--- src/rtl/mips_mem_pkg.sv ---
// ---------------------------------------------------------------------------
// mips_mem_pkg
// Shared definitions for the MIPS data-memory controller slice:
//   - FSM state encoding of dmem_ctrl (IDLE / WAIT / RESP)
//   - word width and byte-lane count
//   - default MMIO output-register address
//   - latched-request record and the byte-lane merge helper
// ---------------------------------------------------------------------------
package mips_mem_pkg;

    localparam int WORD_W = 32;
    localparam int LANES  = 4;

    localparam logic [31:0] MMIO_BASE_DEFAULT = 32'hFFFF_FF00;

    localparam logic [1:0] ST_IDLE = 2'd0;
    localparam logic [1:0] ST_WAIT = 2'd1;
    localparam logic [1:0] ST_RESP = 2'd2;

    // Source of the load data presented while a response is outstanding.
    typedef enum logic [1:0] {
        SRC_ZERO  = 2'd0,
        SRC_ARRAY = 2'd1,
        SRC_MMIO  = 2'd2
    } rd_src_e;

    // Request captured at acceptance; only the word index of the address matters.
    typedef struct packed {
        logic        write;
        logic [29:0] widx;
        logic [31:0] wdata;
        logic [3:0]  be;
    } mem_req_t;

    // Replace the byte lanes of old_w selected by be with the lanes of new_w.
    function automatic logic [WORD_W-1:0] lane_merge(
        input logic [WORD_W-1:0] old_w,
        input logic [WORD_W-1:0] new_w,
        input logic [LANES-1:0]  be
    );
        logic [WORD_W-1:0] res;
        res = old_w;
        for (int i = 0; i < LANES; i++) begin
            if (be[i]) begin
                res[8*i +: 8] = new_w[8*i +: 8];
            end
        end
        return res;
    endfunction

endpackage

--- src/rtl/dmem_array.sv ---
// ---------------------------------------------------------------------------
// dmem_array
// DEPTH x 32-bit data array with byte-lane synchronous write and a registered
// read. Contents are never cleared; the read register only changes when re is
// high, so it holds the last loaded word between loads.
// Ports:
//   clk    in  1      rising-edge clock
//   we     in  1      write strobe
//   re     in  1      read strobe (captures mem[addr] into rdata)
//   addr   in  AW     word index
//   be     in  4      byte-lane enables for the write
//   wdata  in  32     write data
//   rdata  out 32     registered read data
// ---------------------------------------------------------------------------
module dmem_array
    import mips_mem_pkg::*;
#(
    parameter int DEPTH = 64
) (
    input  logic                     clk,
    input  logic                     we,
    input  logic                     re,
    input  logic [$clog2(DEPTH)-1:0] addr,
    input  logic [LANES-1:0]         be,
    input  logic [WORD_W-1:0]        wdata,
    output logic [WORD_W-1:0]        rdata
);

    logic [WORD_W-1:0] mem_r [DEPTH];
    logic [WORD_W-1:0] rdata_r;

    // Byte-lane write port.
    always_ff @(posedge clk) begin
        for (int i = 0; i < LANES; i++) begin
            if (we && be[i]) begin
                mem_r[addr][8*i +: 8] <= wdata[8*i +: 8];
            end
        end
    end

    // Registered read port.
    always_ff @(posedge clk) begin
        if (re) begin
            rdata_r <= mem_r[addr];
        end
    end

    assign rdata = rdata_r;

endmodule

--- src/rtl/dmem_ctrl.sv ---
// ---------------------------------------------------------------------------
// dmem_ctrl
// Data-memory controller for the pipelined MIPS core memory stage.
// One request at a time: accepted in IDLE, optional WAIT_STATES cycles in
// WAIT, one-cycle response in RESP. Stores and loads commit on the edge that
// enters RESP; with WAIT_STATES = 0 that is the acceptance edge itself, so the
// commit operands come straight from the request inputs in that case.
//
// Optional feature (macro DMEM_MMIO_EN): a byte-lane writable / readable
// output register at MMIO_BASE. Without the macro MMIO_BASE is an ordinary
// out-of-range address and mmio_out is constant 0.
//
// Ports:
//   clk        in  1   rising-edge clock
//   reset      in  1   synchronous active-high reset
//   req_valid  in  1   request present
//   req_write  in  1   1 = store, 0 = load
//   req_addr   in  32  byte address, bits [1:0] ignored
//   req_wdata  in  32  store data
//   req_be     in  4   store byte enables
//   req_ready  out 1   controller idle, request accepted this cycle if valid
//   rsp_valid  out 1   one-cycle response pulse
//   rsp_rdata  out 32  load data (0 for stores and errors)
//   rsp_err    out 1   out-of-range access, qualified by rsp_valid
//   mmio_out   out 32  MMIO output register
// ---------------------------------------------------------------------------
module dmem_ctrl
    import mips_mem_pkg::*;
#(
    parameter int          DEPTH       = 64,
    parameter int          WAIT_STATES = 0,
    parameter logic [31:0] MMIO_BASE   = MMIO_BASE_DEFAULT
) (
    input  logic              clk,
    input  logic              reset,
    input  logic              req_valid,
    input  logic              req_write,
    input  logic [31:0]       req_addr,
    input  logic [WORD_W-1:0] req_wdata,
    input  logic [LANES-1:0]  req_be,
    output logic              req_ready,
    output logic              rsp_valid,
    output logic [WORD_W-1:0] rsp_rdata,
    output logic              rsp_err,
    output logic [WORD_W-1:0] mmio_out
);

    localparam int         AW      = $clog2(DEPTH);
    localparam logic [2:0] WS_LOAD = (WAIT_STATES > 0) ? 3'(WAIT_STATES - 1) : 3'd0;

    logic [1:0]        state_r;
    logic [2:0]        cnt_r;
    mem_req_t          req_r;
    logic              rsp_valid_r;
    logic              rsp_err_r;
    rd_src_e           rd_src_r;
    logic [WORD_W-1:0] arr_rdata_s;
    logic [WORD_W-1:0] mmio_val_s;

    mem_req_t          cur_s;
    logic              commit_s;
    logic              in_range_s;
    logic              mmio_hit_s;
    logic              arr_we_s;
    logic              arr_re_s;
    logic              unused_addr_s;

    // Byte offset bits have no meaning for a word-wide memory.
    assign unused_addr_s = ^req_addr[1:0];

    assign req_ready = (state_r == ST_IDLE);

    // Commit strobe and the request it operates on.
    always_comb begin
        commit_s = 1'b0;
        cur_s    = req_r;
        if (WAIT_STATES == 0) begin
            commit_s = (state_r == ST_IDLE) && req_valid;
            cur_s    = '{write: req_write, widx: req_addr[31:2], wdata: req_wdata, be: req_be};
        end else begin
            commit_s = (state_r == ST_WAIT) && (cnt_r == 3'd0);
            cur_s    = req_r;
        end
    end

    // Address decode on the committing request.
    always_comb begin
        in_range_s = ({2'b00, cur_s.widx} < 32'(DEPTH));
`ifdef DMEM_MMIO_EN
        mmio_hit_s = !in_range_s && (cur_s.widx == MMIO_BASE[31:2]);
`else
        mmio_hit_s = 1'b0;
`endif
    end

    assign arr_we_s = commit_s && cur_s.write && in_range_s;
    assign arr_re_s = commit_s && !cur_s.write && in_range_s;

    dmem_array #(
        .DEPTH (DEPTH)
    ) u_array (
        .clk   (clk),
        .we    (arr_we_s),
        .re    (arr_re_s),
        .addr  (cur_s.widx[AW-1:0]),
        .be    (cur_s.be),
        .wdata (cur_s.wdata),
        .rdata (arr_rdata_s)
    );

    // Request FSM, wait counter and request latch.
    always_ff @(posedge clk) begin
        if (reset) begin
            state_r <= ST_IDLE;
            cnt_r   <= 3'd0;
            req_r   <= '0;
        end else begin
            case (state_r)
                ST_IDLE: begin
                    if (req_valid) begin
                        req_r <= '{write: req_write, widx: req_addr[31:2],
                                   wdata: req_wdata, be: req_be};
                        if (WAIT_STATES == 0) begin
                            state_r <= ST_RESP;
                        end else begin
                            state_r <= ST_WAIT;
                            cnt_r   <= WS_LOAD;
                        end
                    end
                end
                ST_WAIT: begin
                    if (cnt_r == 3'd0) begin
                        state_r <= ST_RESP;
                    end else begin
                        cnt_r <= cnt_r - 3'd1;
                    end
                end
                ST_RESP: begin
                    state_r <= ST_IDLE;
                end
                default: begin
                    state_r <= ST_IDLE;
                end
            endcase
        end
    end

    // Response flags captured at the commit edge.
    always_ff @(posedge clk) begin
        if (reset) begin
            rsp_valid_r <= 1'b0;
            rsp_err_r   <= 1'b0;
            rd_src_r    <= SRC_ZERO;
        end else begin
            rsp_valid_r <= commit_s;
            if (commit_s) begin
                rsp_err_r <= !(in_range_s || mmio_hit_s);
                if (cur_s.write || !(in_range_s || mmio_hit_s)) begin
                    rd_src_r <= SRC_ZERO;
                end else if (in_range_s) begin
                    rd_src_r <= SRC_ARRAY;
                end else begin
                    rd_src_r <= SRC_MMIO;
                end
            end
        end
    end

`ifdef DMEM_MMIO_EN
    logic [WORD_W-1:0] mmio_r;

    // MMIO output register, byte-lane writable at the commit edge.
    always_ff @(posedge clk) begin
        if (reset) begin
            mmio_r <= '0;
        end else if (commit_s && cur_s.write && mmio_hit_s) begin
            mmio_r <= lane_merge(mmio_r, cur_s.wdata, cur_s.be);
        end
    end

    assign mmio_val_s = mmio_r;
`else
    assign mmio_val_s = 32'h0000_0000;
`endif

    // Load data comes from whichever register the committed access selected;
    // the array read register and mmio value only change at a later commit.
    always_comb begin
        case (rd_src_r)
            SRC_ARRAY: rsp_rdata = arr_rdata_s;
            SRC_MMIO:  rsp_rdata = mmio_val_s;
            SRC_ZERO:  rsp_rdata = 32'h0000_0000;
            default:   rsp_rdata = 32'h0000_0000;
        endcase
    end

    assign rsp_valid = rsp_valid_r;
    assign rsp_err   = rsp_err_r;
    assign mmio_out  = mmio_val_s;

endmodule
--- config.mk ---
export PLATFORM = sky130hd
export DESIGN_NAME = dmem_ctrl
export DESIGN_NICKNAME = d
export VERILOG_FILES = /design/src/rtl/mips_mem_pkg.sv /design/src/rtl/dmem_array.sv /design/src/rtl/dmem_ctrl.sv
export SDC_FILE = /design/constraint.sdc
export NUM_CORES = 2
export LEC_CHECK = 0
export ABC_AREA = 1
export CAP_MARGIN = 20
export CORE_MARGIN = 5
export CORE_UTILIZATION = 40
export CTS_CLUSTER_DIAMETER = 150
export DETAILED_ROUTE_END_ITERATION = 16
export DONT_BUFFER_PORTS = 1
export HOLD_SLACK_MARGIN = 0.1
export SLEW_MARGIN = 30
export SYNTH_ARGS = -nofsm -noshare
export SYNTH_HDL_FRONTEND = slang
export SYNTH_SLANG_ARGS = --single-unit
--- constraint.sdc ---
create_clock -name clk -period 2.7 [get_ports clk]
set_clock_uncertainty 0.05 [all_clocks]
set_input_delay 0.81 -clock clk [delete_from_list [all_inputs] [get_ports clk]]
set_output_delay 0.81 -clock clk [all_outputs]
set_load 0.1 [all_outputs]
---- Word-level counts from Yosys, hierarchy flattened ----
Memory sizes are Yosys's and may differ from the RTL's. A register that Yosys moved wholly into a read port is not among the register bits.
Cells that the tools add are included.
storage, ports and cells
  register bits ........................... 9
  RAM bits ................................ 2048
  memories kept ........................... 1
memory list
  name           depth  bits a word  read ports  clocked after memory_dff  write ports  RTL line          source
  u_array.mem_r  64     32           1           1                         1            dmem_array.sv:29  logic [WORD_W-1:0] mem_r [DEPTH];
cells by class
  add/subtract/negate cells ............... 1
  magnitude comparators ................... 1
  equal/unequal tests ..................... 4
  multiplexer cells ....................... 14
  bitwise gates (word level) .............. 1
  reduce and logical (&&, ||, !) cells .... 16
operators with widths
  cell                 number
  $mux 32              1
  $lt 30x7->1 const B  1
  $logic_and 1x1->1    9
  $mux 1               8
  $mux 2               4
  $eq 2x1->1 const B   2
  $pmux 2 s2           1
  $reduce_and 2->1     2
  $logic_not 3->1      1
  $sub 3x1->3 const B  1
  $logic_not 1->1      2
  $logic_not 2->1      1
  $ne 2x1->1 const B   1
  $ne 2x2->1 const B   1
  $logic_or 1x1->1     1
  $not 1->1            1

---- Longest topological paths before layout ----
  depth in word-level cells ............... 7
  depth in mapped cells ................... 15
  depth with buffers taken out ............ 11

---- Modules after synthesis ----
A second synthesis with hierarchy kept.
second synthesis, totals
  cells, all modules ...................... 8867
  area total of the unflattened synthesis .. 88790.2 µm²
modules (own cells, without submodules)
  module      times used  cells each  area each (µm²)
  dmem_array  1           8723        88020.7
  dmem_ctrl   1           144         769.5

---- Worst setup path before layout ----
No wires, ideal clock.
  path kind ............................... register to output
  from .................................... register rd_src_r[1]
  to ...................................... output rsp_rdata[10]
  arrival ................................. 1892 ps
  data required time ...................... 1840 ps
  setup slack ............................. -52 ps
  cell stages (with the launch flop) ...... 5
  buffers on the path ..................... 1
  path through ............................ dfxtp_1 -> inv_1 -> nand2_1 -> clkbuf_1 -> nor2_1
between the ends
  longest elaborated chain between the ends .. 2
RTL lines
  item                    RTL line          source
  start, declared         dmem_ctrl.sv:56   rd_src_e rd_src_r;
  start signal, assigned  dmem_ctrl.sv:153  rd_src_r <= SRC_ZERO;
  start signal, assigned  dmem_ctrl.sv:159  rd_src_r <= SRC_ZERO;
  start signal, assigned  dmem_ctrl.sv:161  rd_src_r <= SRC_ARRAY;
  $eq 2x1->1              dmem_ctrl.sv:189  case (rd_src_r)
  $mux 32                 dmem_ctrl.sv:189
  end, declared           dmem_ctrl.sv:43   output logic [WORD_W-1:0] rsp_rdata,
No other way between the ends.

---- Final worst setup path ----
  from .................................... register u_array.rdata_r[7] (netlist: u_array.rdata[7]), read port of u_array.mem_r
  to ...................................... output rsp_rdata[7]
between the ends
  longest elaborated chain between the ends .. 1
RTL lines
  item             RTL line          source
  start, declared  dmem_array.sv:30  logic [WORD_W-1:0] rdata_r;
  $mux 32          dmem_ctrl.sv:189
No other way between the ends.

==> impl_metrics.env <==
export IMPL_layout_setup_ws_ns=-0.2566
export IMPL_place_hpwl_um=152300
export IMPL_whs_ns=0.2427
export IMPL_tightest_slew_ns=0.9708
export IMPL_crit_fanout=1
export IMPL_swShare_pct=22.86
export IMPL_p_switching_w=0.01570
export IMPL_track_usage_pct=21.94
export IMPL_power_density_mw_per_mm2=653.3
export IMPL_wl_um=265400
export IMPL_synth_area_top_cells="edfxtp_1, nand2_1, nor2_1"
export IMPL_period_needed_ns=2.957
export IMPL_root_buffer="clkbuf_16"
export IMPL_drive_above_1_share_pct=11.24
export IMPL_grt_pass1_vias=59060
export IMPL_clkPwrFrac_pct=41.7
export IMPL_htree_levels=4
export IMPL_hold_viol=0
export IMPL_p_leak_nw=43.88
export IMPL_ant_nets=0
export IMPL_port_buffers=0
export IMPL_fin_crit_sh_pct=109.5
export IMPL_netlist_area_mm2=0.08868
export IMPL_ys_types=25
export IMPL_core_area_mm2=0.2202
export IMPL_violations="setup timing"
export IMPL_rsz0062_at_grt="yes"
export IMPL_grt_max_degree=1040
export IMPL_status="finished with violations"
export IMPL_ir_drop_v=0.0006629
export IMPL_drt_drc_violations_left=0
export IMPL_p_comb_share_pct=6.4
export IMPL_grt_first_pass_wirelength_um=380400
export IMPL_ys_seq_area_share_pct=70.55
export IMPL_post_place_ws_ns=-0.7004
export IMPL_synth_top_cell_area_share_pct=70.43
export IMPL_path_clk_slew_ns=0.06
export IMPL_cts_tree="built"
export IMPL_synth_seq_cells=2085
export IMPL_grt_remaining_overflow=0
export IMPL_setup_viol=40
export IMPL_yosys_warnings=0
export IMPL_initial_core_util_pct=40.28
export IMPL_cp_required_ns=1.84
export IMPL_dieWidth_um=480.9
export IMPL_fp_dieH_um=480.9
export IMPL_fillers=20020
export IMPL_clock_sinks=2085
export IMPL_holdCritPathClass="in2reg"
export IMPL_cp_data_arrival_time_ns=2.10
export IMPL_clk_path_buf_depth=3
export IMPL_drt_first_pass_iters=6
export IMPL_antenna_found_initial=17
export IMPL_cell_internal_pwr_w=0.05297
export IMPL_drtIter0Drc=6490
export IMPL_crit_path_start_kind="register"
export IMPL_relSlewSlack_pct=35.04
export IMPL_critPathKind="reg2out"
export IMPL_insertion_delay_ns=0.87
export IMPL_drv_slew=0
export IMPL_area_growth_syn_to_layout_pct=18.53
export IMPL_syn_avg_cell_area_um2=10.00
export IMPL_ios=139
export IMPL_post_route_util_pct=47.74
export IMPL_gp_congestion=0.8480
export IMPL_cts_buffers=211
export IMPL_via_per_inst=5.002
export IMPL_yosysTopAreaCell="edfxtp_1"
export IMPL_final_net_count=9376
export IMPL_cap_violations=0
export IMPL_fp_dieArea_mm2=0.2312
export IMPL_wl_per_cell_um=21.32
export IMPL_vias=62290
export IMPL_synthCells=8864
export IMPL_rows=172
export IMPL_fmax_ghz=0.3382
export IMPL_seqPwrFrac_pct=51.8
export IMPL_end_kind="output port"
[Yosys cell counts]
master    number
a21oi_1        1
buf_1         41
buf_2        269
buf_4         50
buf_6          4
clkbuf_1     123
conb_1         1
dfxtp_1        5
edfxtp_1    2080
inv_1         53
inv_2          7
inv_4          1
nand2_1     5796
nand2_2        4
nand3_1        9
nand4_1        2
nor2_1       379
nor2_2        10
nor2_4         1
nor3_1         9
nor3b_1        1
o211ai_1       5
o21ai_0        5
o21ai_1        2
or2_2          6
[worst paths after layout]
check | start | endpoint | slack [ns] | depth (start not counted)
max | u_array.rdata[7] | rsp_rdata[7] | -0.26 | 3
min | req_write | rd_src_r[0] | 0.24 | 3
max reg2reg | state_r[1] | u_array.mem_r[3][24] | 0.13 | 9
min reg2reg | rd_src_r[0] | rd_src_r[0] | 0.47 | 2
[state kept, by name, indices dropped and copies added (netlist names)]
signal / count
u_array.mem_r: 2048
u_array.rdata: 32
rd_src_r: 2
rsp_err: 1
rsp_valid: 1
state_r: 1
[critical path, stage by stage, from the launching register on]
cell and delay, ns:
edfxtp_1 0.40, inv_1 0.13, nor2_2 0.41, buf_6 0.30
[cells in the final DEF, fill, tap and decap left out, types with 2 or more instances in the layout]
master | Yosys | final
buf_12 | 0 | 129
buf_16 | 0 | 42
buf_4 | 50 | 492
buf_6 | 4 | 4
bufinv_16 | 0 | 16
clkbuf_1 | 123 | 41
clkbuf_16 | 0 | 230
clkinv_1 | 0 | 58
clkinv_16 | 0 | 3
clkinv_2 | 0 | 39
clkinv_4 | 0 | 2
clkinv_8 | 0 | 2
clkinvlp_4 | 0 | 6
conb_1 | 1 | 32
dfxtp_1 | 5 | 3
diode_2 | 0 | 13
edfxtp_1 | 2080 | 2080
inv_1 | 53 | 48
inv_16 | 0 | 5
inv_2 | 7 | 9
inv_6 | 0 | 4
inv_8 | 0 | 2
nand2_1 | 5796 | 5794
nand2_2 | 4 | 5
nand3_1 | 9 | 9
nand4_1 | 2 | 2
nor2_1 | 379 | 332
nor2_2 | 10 | 25
nor2_4 | 1 | 33
nor3_2 | 0 | 8
o211ai_1 | 5 | 5
o21ai_0 | 5 | 4
o21ai_1 | 2 | 3
or2_2 | 6 | 6
[kinds of logic after synthesis]
kind of cell / share of synthesized area (%)
compound gates: 0.08747
other cells: 0.004229
flops: 70.55
buf+inv: 2.947
simple gates: 26.42
[power groups by stage]
stage / registers (W) / clock network (W) / logic (W)
6_report: 0.0356 / 0.0287 / 0.00441
5_1_grt: 0.0356 / 0.0304 / 0.00483
4_1_cts: 0.0356 / 0.0290 / 0.00385
3_5_place_dp: 0.0363 / 0 / 0.00307
3_3_place_gp: 0.0363 / 0 / 0.00307
2_1_floorplan: 0.0363 / 0 / 0.00240
[layout make-up]
class                           instances  area (um^2)  area share, %
Multi-Input combinational cell       6262        23960          22.79
Antenna cell                           13        32.53        0.03095
Tap cell                             2958         3701          3.521
Inverter                               61        262.8         0.2500
Clock inverter                        134         1194          1.136
Timing Repair Buffer                  683         7863          7.480
Clock buffer                          256         5534          5.265
Sequential cell                      2085        62570          59.52
[what timing repair did]
action,4_1_cts,5_1_grt
setup buffers,10,6
gates cloned,1,15
gates resized for setup,91,17
setup endpoints to repair,32,2112
pin swaps,6,5
endpoints found under the hold margin,1986,0
hold buffers,37,0
[routing by layer]
layer	vias up	part of all wire (%)	track usage, %
met5	-	0.0049	0
met4	2	4.0	8.538
met3	475	9.1	4.617
met2	2503	45	34.20
met1	29930	42	30.26
li1	29390	-	-
[stage by stage]
step | power, W | instance area [um^2] | std cells | TNS, ns
6_report | 0.06867 | 105100 | 12450 | -4.565
5_1_grt | 0.07083 | 105100 | 12440 | -6.805
4_1_cts | 0.06848 | 104400 | 12410 | -6.987
3_5_place_dp | 0.03935 | 96160 | 11970 | -311.54
3_3_place_gp | 0.03935 | 96160 | 11970 | -303.33
2_1_floorplan | 0.03871 | 88800 | 8895 | -1.574
No activity file was read; power rests on OpenSTA's default activity.
